$ cat src/rtl/palette_ctrl_if.sv
// Host-side bus of the palette controller: palette write port, fade control
// and flicker enable, plus the fade FSM state for observation.
//
// Write handshake: wr_en is the request and wr_ready is the acceptance
// condition. A write transfers on any rising clock edge where
// wr_en & wr_ready are both high. wr_en while wr_ready is low is ignored.
// wr_addr/wr_data only need to be valid in the transfer cycle.
interface palette_ctrl_if;
    logic        wr_en;
    logic [3:0]  wr_addr;
    logic [23:0] wr_data;
    logic        wr_ready;
    logic        fade_start;
    logic        fade_dir;
    logic        fade_busy;
    logic        fade_done;
    logic        flicker_en;
    logic [1:0]  fade_state;

    modport master (
        output wr_en, wr_addr, wr_data, fade_start, fade_dir, flicker_en,
        input  wr_ready, fade_busy, fade_done, fade_state
    );

    modport slave (
        input  wr_en, wr_addr, wr_data, fade_start, fade_dir, flicker_en,
        output wr_ready, fade_busy, fade_done, fade_state
    );
endinterface

$ cat src/rtl/palette_ctrl.sv
// Frame-synchronous 16-entry, 24-bit palette controller. Host writes are
// held in a one-deep buffer and committed only during vertical blank. The
// pixel path is one registered stage: lookup, optional candle flicker
// substitution (entry 8 -> entry 12) and global brightness scaling.
module palette_ctrl #(
    parameter int FRAME_DIV = 8,   // frames per flicker phase toggle, >= 1
    parameter int FADE_STEP = 1    // brightness change per frame, 1..16
) (
    input  logic         Clk,
    input  logic         Reset_n,
    input  logic         frame_start,
    input  logic         vblank,
    input  logic [3:0]   colorIdx,
    output logic [7:0]   VGA_R,
    output logic [7:0]   VGA_G,
    output logic [7:0]   VGA_B,
    palette_ctrl_if.slave host
);

    localparam int          CW    = (FRAME_DIV > 1) ? $clog2(FRAME_DIV) : 1;
    localparam logic [5:0]  STEP6 = 6'(FADE_STEP);
    localparam logic [4:0]  FULL  = 5'd16;

    typedef enum logic [1:0] {
        S_IDLE   = 2'd0,
        S_FADING = 2'd1,
        S_DONE   = 2'd2
    } fade_state_t;

    // Power-on palette contents.
    function automatic logic [23:0] default_entry(input logic [3:0] idx);
        logic [23:0] v;
        case (idx)
            4'd0:    v = 24'hFF0000;
            4'd1:    v = 24'h05121B;
            4'd2:    v = 24'h2D4745;
            4'd3:    v = 24'h46615B;
            4'd4:    v = 24'h082026;
            4'd5:    v = 24'h223A42;
            4'd6:    v = 24'h000000;
            4'd7:    v = 24'hBDBFA0;
            4'd8:    v = 24'hFE9802;
            4'd9:    v = 24'h9A9A9A;
            4'd10:   v = 24'h16252F;
            4'd11:   v = 24'hD624C1;
            4'd12:   v = 24'hFFFFFF;
            default: v = 24'hFF0000;
        endcase
        return v;
    endfunction

    // One channel scaled by level/16, truncated. 255*16 fits in 12 bits,
    // so bits [11:4] hold the whole result.
    function automatic logic [7:0] scale(input logic [7:0] ch, input logic [4:0] lvl);
        logic [12:0] prod;
        prod = {5'd0, ch} * {8'd0, lvl};
        return prod[11:4];
    endfunction

    logic [23:0]  pal [16];

    logic         buf_full;
    logic [3:0]   buf_addr;
    logic [23:0]  buf_data;
    logic         commit;

    logic [CW-1:0] frame_cnt;
    logic          phase;

    fade_state_t  state;
    logic [4:0]   level;
    logic         dir;
    logic         busy_q;
    logic         done_q;

    logic [5:0]   lvl_up_raw;
    logic [4:0]   lvl_up;
    logic [4:0]   lvl_dn;
    logic [4:0]   next_level;
    logic         next_at_target;
    logic         idle_at_target;

    logic [23:0]  base;

    // The buffer drains on the first blanking cycle it is full in.
    assign commit = buf_full & vblank;

    // Palette register file: reset to defaults, written only by a commit.
    always_ff @(posedge Clk or negedge Reset_n) begin
        if (!Reset_n) begin
            for (int i = 0; i < 16; i++) begin
                pal[i] <= default_entry(4'(i));
            end
        end else if (commit) begin
            pal[buf_addr] <= buf_data;
        end
    end

    // One-deep host write buffer; accept and commit are mutually exclusive
    // because accepting requires the buffer to be empty.
    always_ff @(posedge Clk or negedge Reset_n) begin
        if (!Reset_n) begin
            buf_full <= 1'b0;
            buf_addr <= '0;
            buf_data <= '0;
        end else if (commit) begin
            buf_full <= 1'b0;
        end else if (host.wr_en && !buf_full) begin
            buf_full <= 1'b1;
            buf_addr <= host.wr_addr;
            buf_data <= host.wr_data;
        end
    end

    assign host.wr_ready = ~buf_full;

    // Flicker frame counter and phase; runs whether or not flicker is on.
    always_ff @(posedge Clk or negedge Reset_n) begin
        if (!Reset_n) begin
            frame_cnt <= '0;
            phase     <= 1'b0;
        end else if (frame_start) begin
            if (frame_cnt == CW'(FRAME_DIV - 1)) begin
                frame_cnt <= '0;
                phase     <= ~phase;
            end else begin
                frame_cnt <= frame_cnt + 1'b1;
            end
        end
    end

    // Next brightness level one step toward the latched target, saturating.
    always_comb begin
        lvl_up_raw = {1'b0, level} + STEP6;
        lvl_up     = (lvl_up_raw > 6'd16) ? FULL : lvl_up_raw[4:0];
        lvl_dn     = ({1'b0, level} > STEP6) ? (level - STEP6[4:0]) : 5'd0;
        next_level = dir ? lvl_up : lvl_dn;
        next_at_target = dir ? (next_level == FULL) : (next_level == 5'd0);
        idle_at_target = host.fade_dir ? (level == FULL) : (level == 5'd0);
    end

    // Fade FSM with registered busy/done; level persists between fades.
    always_ff @(posedge Clk or negedge Reset_n) begin
        if (!Reset_n) begin
            state  <= S_IDLE;
            level  <= FULL;
            dir    <= 1'b0;
            busy_q <= 1'b0;
            done_q <= 1'b0;
        end else begin
            case (state)
                S_IDLE: begin
                    done_q <= 1'b0;
                    if (host.fade_start) begin
                        dir    <= host.fade_dir;
                        busy_q <= 1'b1;
                        if (idle_at_target) begin
                            state  <= S_DONE;
                            done_q <= 1'b1;
                        end else begin
                            state <= S_FADING;
                        end
                    end
                end
                S_FADING: begin
                    if (frame_start) begin
                        level <= next_level;
                        if (next_at_target) begin
                            state  <= S_DONE;
                            done_q <= 1'b1;
                        end
                    end
                end
                S_DONE: begin
                    state  <= S_IDLE;
                    done_q <= 1'b0;
                    busy_q <= 1'b0;
                end
                default: begin
                    state  <= S_IDLE;
                    done_q <= 1'b0;
                    busy_q <= 1'b0;
                end
            endcase
        end
    end

    assign host.fade_busy  = busy_q;
    assign host.fade_done  = done_q;
    assign host.fade_state = state;

    // Palette lookup with candle flicker substitution of entry 8.
    always_comb begin
        base = pal[colorIdx];
        if (host.flicker_en && phase && (colorIdx == 4'd8)) begin
            base = pal[12];
        end
    end

    // Registered, brightness-scaled pixel output.
    always_ff @(posedge Clk or negedge Reset_n) begin
        if (!Reset_n) begin
            VGA_R <= 8'd0;
            VGA_G <= 8'd0;
            VGA_B <= 8'd0;
        end else begin
            VGA_R <= scale(base[23:16], level);
            VGA_G <= scale(base[15:8],  level);
            VGA_B <= scale(base[7:0],   level);
        end
    end

endmodule

$ cat src/flat_wrapper.sv
// flat-port wrapper written by rule: the top's interface ports become plain ports
module palette_ctrl_flat 
#(
    parameter int FRAME_DIV = 8,                                           
    parameter int FADE_STEP = 1                                         
)
  (Clk, Reset_n, frame_start, vblank, colorIdx, VGA_R, VGA_G, VGA_B, host_wr_en, host_wr_addr, host_wr_data, host_fade_start, host_fade_dir, host_flicker_en, host_wr_ready, host_fade_busy, host_fade_done, host_fade_state);
  palette_ctrl_if host_i ();
  input  logic Clk;
  input  logic Reset_n;
  input  logic frame_start;
  input  logic vblank;
  input  logic [3:0] colorIdx;
  output logic [7:0] VGA_R;
  output logic [7:0] VGA_G;
  output logic [7:0] VGA_B;
  input wire logic [$bits(host_i.wr_en)-1:0] host_wr_en;
  input wire logic [$bits(host_i.wr_addr)-1:0] host_wr_addr;
  input wire logic [$bits(host_i.wr_data)-1:0] host_wr_data;
  input wire logic [$bits(host_i.fade_start)-1:0] host_fade_start;
  input wire logic [$bits(host_i.fade_dir)-1:0] host_fade_dir;
  input wire logic [$bits(host_i.flicker_en)-1:0] host_flicker_en;
  output wire logic [$bits(host_i.wr_ready)-1:0] host_wr_ready;
  output wire logic [$bits(host_i.fade_busy)-1:0] host_fade_busy;
  output wire logic [$bits(host_i.fade_done)-1:0] host_fade_done;
  output wire logic [$bits(host_i.fade_state)-1:0] host_fade_state;
  assign host_i.wr_en = host_wr_en;
  assign host_i.wr_addr = host_wr_addr;
  assign host_i.wr_data = host_wr_data;
  assign host_i.fade_start = host_fade_start;
  assign host_i.fade_dir = host_fade_dir;
  assign host_i.flicker_en = host_flicker_en;
  assign host_wr_ready = host_i.wr_ready;
  assign host_fade_busy = host_i.fade_busy;
  assign host_fade_done = host_i.fade_done;
  assign host_fade_state = host_i.fade_state;
  palette_ctrl #(.FRAME_DIV(FRAME_DIV), .FADE_STEP(FADE_STEP)) u_core (.Clk(Clk), .Reset_n(Reset_n), .frame_start(frame_start), .vblank(vblank), .colorIdx(colorIdx), .VGA_R(VGA_R), .VGA_G(VGA_G), .VGA_B(VGA_B), .host(host_i));
endmodule
$ cat config.mk
export PLATFORM = sky130hd
export DESIGN_NAME = palette_ctrl_flat
export DESIGN_NICKNAME = d
export VERILOG_FILES = /design/src/rtl/palette_ctrl_if.sv /design/src/rtl/palette_ctrl.sv /design/src/flat_wrapper.sv
export SDC_FILE = /design/constraint.sdc
export NUM_CORES = 1
export LEC_CHECK = 0
export ABC_CLOCK_PERIOD_IN_PS = 12800
export BUFFER_PORTS_ARGS = -buffer_cell sky130_fd_sc_hd__buf_2
export CORE_ASPECT_RATIO = 0.6
export CORE_UTILIZATION = 25
export CTS_CLUSTER_SIZE = 28
export DETAILED_ROUTE_END_ITERATION = 6
export GPL_TIMING_DRIVEN = 0
export HOLD_SLACK_MARGIN = 0.06
export MAX_ROUTING_LAYER = met4
export REMOVE_ABC_BUFFERS = 1
export SETUP_SLACK_MARGIN = 0.5
export SYNTH_ARGS = -nofsm -noshare
export SYNTH_HDL_FRONTEND = slang
export SYNTH_SLANG_ARGS = --single-unit
$ cat constraint.sdc
create_clock -name Clk -period 12.8 [get_ports Clk]
set_input_delay 1.28 -clock Clk [delete_from_list [all_inputs] [get_ports Clk]]
set_output_delay 1.28 -clock Clk [all_outputs]
set_load 0.05 [all_outputs]
# Word-level counts from Yosys, hierarchy flattened
# Index checks and enable logic that the tools add are counted.
# totals
ff_bits	451
latch_bits	0
mem_bits_rw	0
romBits	0
inputBits	40
output_inout_bits	29
word_cells	98
n_memories	0
# op_classes
n_addsub	3
n_mul	3
div_mod_pow	0
n_lt_le_gt_ge	5
eq_ne	8
n_shift	0
muxes	27
n_bitwise	7
n_reduce_logical	16
# op_table
operator	count
bitwise mux 384 bit	1
binary-select mux 24 bit (select 4 bit)	1
demux 24 bit (select 4 bit)	1
two-way mux 24 bit	4
multiplier 8 x 5 -> 12 bit	3
two-way mux 5 bit	3
AND reduction 2 bit	6
== test 5 bit, second input constant	2
greater-or-equal comparator 5 bit, second input constant	2
logical NOT 5 bit	2
NOT 4 -> 5 bit	2
two-way mux 1 bit	9
two-way mux 2 bit	4
adder 5 x 1 -> 6 bit, second input constant	1
> comparator 6 x 5 -> 1 bit, second input constant	1
> comparator 5 x 1 -> 1 bit, second input constant	1
less-than comparator 5 x 1 -> 1 bit, second input constant	1
subtractor 5 x 1 -> 5 bit, second input constant	1
== test 4 bit, second input constant	1
logical AND 1 bit	4
!= test 2 bit, second input constant	2
NOT 1 bit	4
case mux 1 bit (2 select lines)	2
case mux 2 bit (2 select lines)	1
10 further kinds	10

# Logic depth before layout (Yosys ltp)
# depth
word_depth	9
mapped_depth	23
mapped_depth_nobuf	18

# Worst setup path after synthesis
# No wires, ideal clock.
# synth_path
path_kind	input -> register
startpoint	in colorIdx[1]
endpoint	reg u_core.VGA_G[7]
setup_time_ns	0.125
arrival_ns	6.275
required_time_ns	12.675
path_slack_ns	6.399
path_stages	20
path_buffers	4
cell_sequence	buf_6 > buf_2 > buf_2 > clkbuf_1 > mux4_2 > mux4_2 > mux2_2 > and2_1 > fa_1 > fa_1 > inv_1 > fa_1 > inv_1 > ha_1 > and2_1 > a22o_1 > a31o_2 > o211ai_1 > nand3b_1 > xnor2_1
# synth_via
elab_chain_cells	6
elab_cells_between_ends	8
classes_between	mul (1); eq/ne (1); mux (4); bitwise (1); reduce/logical (1)
# synth_lines
element	line_no	rtl
start, declared	flat_wrapper.sv:13	input logic [3:0] colorIdx;
NOT 4 -> 5 bit (not written as such)	palette_ctrl.sv:194	base = pal[colorIdx];
binary-select mux 24 bit (select 4 bit)	palette_ctrl.sv:194	
two-way mux 24 bit (not written as such) (2 in series)	palette_ctrl.sv:194	
two-way mux 24 bit (*)	palette_ctrl.sv:195	if (host.flicker_en && phase && (colorIdx == 4'd8)) begin
multiplier 8 x 5 -> 12 bit (*)	palette_ctrl.sv:56	prod = {5'd0, ch} * {8'd0, lvl};
end signal, assigned	palette_ctrl.sv:208	VGA_G <= scale(base[15:8], level);
end, declared	palette_ctrl.sv:15	output logic [7:0] VGA_G,
# Every way passes the cells marked *; elsewhere a longest branch is shown, timed or not. The select of a mux whose other input is x is not followed.
# A chain may end at the register's enable or synchronous reset.

# Worst setup path in the final report
# layout_path
startpoint	in colorIdx[3]
endpoint	reg u_core.VGA_G[7]
# The elaborated chain is that of the path after synthesis.

==> results.tsv <==
metric	value	unit
Routed WL	57.84	mm
fin cells	2997	
Arrival @ worst endpoint	8.20	ns
simple-gate share of the synthesized area	5.509	%
Synth async-reset ratio	100.0	%
Tcrit/Tclk final	60.55	%
Clock Pin Slew Worst Setup and Hold Paths	0.06	ns
row cnt	86	
max incr delay on CP	1.12	ns
htree depth	2	
Synth cell types	67	
Starting Density	25.43	%
yosys warns	0	
DIE WIDTH	398.1	um
Max Cap Viol	0	
RSZ-0062 raised after global routing	false	
RD Place Congestion	0.7712	
placed cell count	2910	
vias in the first global route	15131	
PwrDens	227.0	nW/um^2
Crit. End Element	flop	
status	finished clean	
critical-path maximum fanout	28	
HP Class	reg2reg	
first-pass GRT wire length	91.46	mm
Final Hold Vio Count	0	
EDFF count, synth	0	
DP Area	25550	um^2
CTS root buf	clkbuf_16	
Fillers	9215	
CP bufs+invs	3	
Layout area overhead	15.53	%
final setup fails	0	
Place WS	4.483	ns
actual slew at the worst max-slew pin	1.336	ns
adder-cell share of the synthesized area	7.221	%
IO Port Bufs	68	
Min Clock Period, post-route	7.751	ns
Crit path required time	13.25	ns
Via Count	13977	
dpl hpwl	38.32	mm
largest family of logic cells by synthesized area	multiplexers	
largest buffer count on any clock path	3	
Die Area	95390	um^2
Worst path most repeated cell	fa_1	
multiplexer share of the synthesized area	30.73	%
Cell Chain, Critical Path	buf_2, nor2b_1, nand2_2, mux2i_1, nor2b_1, fa_1, fa_1, inv_1, fa_1, inv_1, ha_1, and2_1, a22o_1, a31o_2, o211ai_1, nand3b_1, xnor2_1	
Die Y-Extent	239.6	um
TritonCTS buffer count	46	
Power, Total	6.172	mW
CTS Sinks	451	
core area	92540	um^2
max-slew violation count	0	
layout cell share with drive strength beyond 1	49.80	%
final setup TNS	0	ns
vias per std cell	4.664	
initial antenna violation count	1	
Max Fclk	0.1290	GHz
leakage	11.75	nW
CP max stage cell	nor2b_1	
critical path type	in2reg	
final worst slack	5.049	ns
sequential-to-total area share from yosys stat	48.81	%
Post-CTS Setup Bufs	0	
GRT overflow	0	
number of DRC markers in iteration 0	806	
clk_lat worst skew	0.57	ns
post-synthesis cell count	1699	
critical path's top delay family	simple AND/OR/NAND/NOR gates	
largest net degree at the start of global routing	123	
Total Routing Usage GR	12.69	%
Final nets	1873	
Post-DRT Antenna Nets	0	
Clock Skew	0.01891	ns
CTS resizes	0	
VDD IR-drop max	0.1009	mV
Post-Syn Area per Cell	13.85	um^2
io pins	69	
drt pass-1 iters	5	
complex-gate fraction of the synthesized area	3.004	%
crit start category	input port	
final instance area	27180	um^2
drt wl/cell	19.30	um
mapped cell area	23530	um^2
#FFs+latches synth	451	
worst relative slew slack	10.74	%
CTS tree	built	
post-synthesis xor/xnor area fraction	1.117	%
DRC	0	
prevailing post-synth register cell	dfrtp_1	
# hold bufs at CTS	0	
[metal layers]
layer  vias up  wire length (um)  global-route usage, %
li1       6123                 -                      -
met1      7517             26490                  16.95
met2       263             27820                  20.12
met3        74              2512                  2.313
met4         0              1021                  2.589
met5         -                 0                      -
[worst reg2reg max path, cell delays in order, from the launching register on]
cell,delay [ns]
dfrtp_1,0.40
and4bb_2,0.39
nand2_2,0.55
mux2i_1,1.14
nor2b_1,0.17
fa_1,0.52
fa_1,0.51
inv_1,0.06
fa_1,0.47
inv_1,0.04
ha_1,0.29
and2_1,0.16
a22o_1,0.19
a31o_2,0.25
o211ai_1,0.24
nand3b_1,0.13
xnor2_1,0.14
[area by class of cell]
class                      count  area (um^2)  area share, %
clock inverter                22        332.8          1.224
multi-input combinational   1048        11290          41.54
clock buffer                  63         1296          4.768
inverter                      84        315.3          1.160
antenna                        2        5.005        0.01841
timing repair buffer          95        915.9          3.369
sequential                   451        11480          42.25
tap                         1232         1541          5.670
[where the power goes]
| group | internal, mW | switching, mW | total (mW) |
|---|---|---|---|
| logic | 1.08 | 0.990 | 2.07 |
| registers | 2.20 | 0.439 | 2.64 |
| clock network | 0.875 | 0.581 | 1.46 |
| total | 4.16 | 2.01 | 6.17 |
[synthesized netlist by cell type (11+ instances only)]
| cell type | number | area share [%] |
|---|---|---|
| dfrtp_1 | 292 | 31 |
| mux2i_1 | 28 | 1.2 |
| nor2b_1 | 15 | 0.40 |
| inv_1 | 83 | 1.3 |
| a21oi_1 | 14 | 0.30 |
| a31oi_1 | 11 | 0.29 |
| nor2_1 | 64 | 1.0 |
| fa_1 | 48 | 4.1 |
| nor3_1 | 28 | 0.60 |
| xnor2_1 | 26 | 0.97 |
| mux4_2 | 98 | 9.4 |
| and2_1 | 36 | 0.96 |
| dfstp_2 | 159 | 18 |
| nand2b_1 | 16 | 0.43 |
| nand2_1 | 65 | 1.0 |
| o21ai_0 | 20 | 0.43 |
| clkbuf_1 | 85 | 1.4 |
| ha_1 | 59 | 3.1 |
| buf_2 | 13 | 0.28 |
| mux2_2 | 420 | 20 |
[flip-flops by register name (all words and copies together) (netlist names), 2 cells and up]
register                count
u_core.level                5
u_core.frame_cnt            3
u_core.pal                384
u_core.VGA_R                8
u_core.buf_addr             4
u_core.buf_data            24
u_core.VGA_G                8
u_core.VGA_B                8
u_core.host.fade_state      2
[metrics by stage]
step	hold WS (ns)	utilization, %
floorplan	0.4712	-
global placement	0.4770	26.88
detailed placement	0.4900	27.61
CTS	0.5046	29.37
global route	0.5161	29.37
finish	0.5013	29.38
[placed cells by master (no fill, tap or decap), types with 7 or more instances in the layout]
cell type  synthesis  layout
buf_16             0      11
o22a_1             7       7
buf_2             13      64
o22ai_1           10      10
mux4_2            98      98
nand2_1           65      63
dfrtp_1          292     292
a31oi_1           11      11
o21ai_0           20      20
clkbuf_16          0      47
nand3_1            9       9
buf_12             0       9
a21oi_1           14      14
clkbuf_1          85      10
ha_1              59      59
mux2i_1           28      28
xnor2_1           26      26
dfstp_2          159     159
clkinv_2           0      11
nor2b_1           15      14
nor2_1            64      55
mux2_2           420     420
fa_1              48      48
nor3_1            28      27
nand2b_1          16      15
inv_1             83      83
and2_1            36      36
nor2_4             0       9
bufinv_16          0       8
[cells by family (layout without fill, tap and decap cells)]
kind of cell,after synthesis,after routing
buffers and inverters,200,264
adders and majority gates,107,107
and+or+nand+nor,261,261
muxes,547,547
AOI/OAI and AO/OA,103,103
xor gates and xnor gates,30,30
DFF,451,451
other,0,2
[worst paths after layout]
check,cells after the start,to,slack (ns),startpoint
max,17,u_core.VGA_G[7]$_DFF_PN0_,5.05,colorIdx[3]
min reg2reg,1,u_core.pal[34]$_DFFE_PN0P_,0.50,u_core.pal[34]$_DFFE_PN0P_
min in group asynchronous,1,u_core.buf_data[14]$_DFFE_PN0P_,0.60,Reset_n
min,1,u_core.pal[34]$_DFFE_PN0P_,0.50,u_core.pal[34]$_DFFE_PN0P_
max reg2reg,16,u_core.VGA_G[7]$_DFF_PN0_,7.05,u_core.phase$_DFFE_PN0P_
max in group asynchronous,4,u_core.pal[213]$_DFFE_PN1P_,10.20,Reset_n
Note: power is estimated with default switching activity, not from simulation.
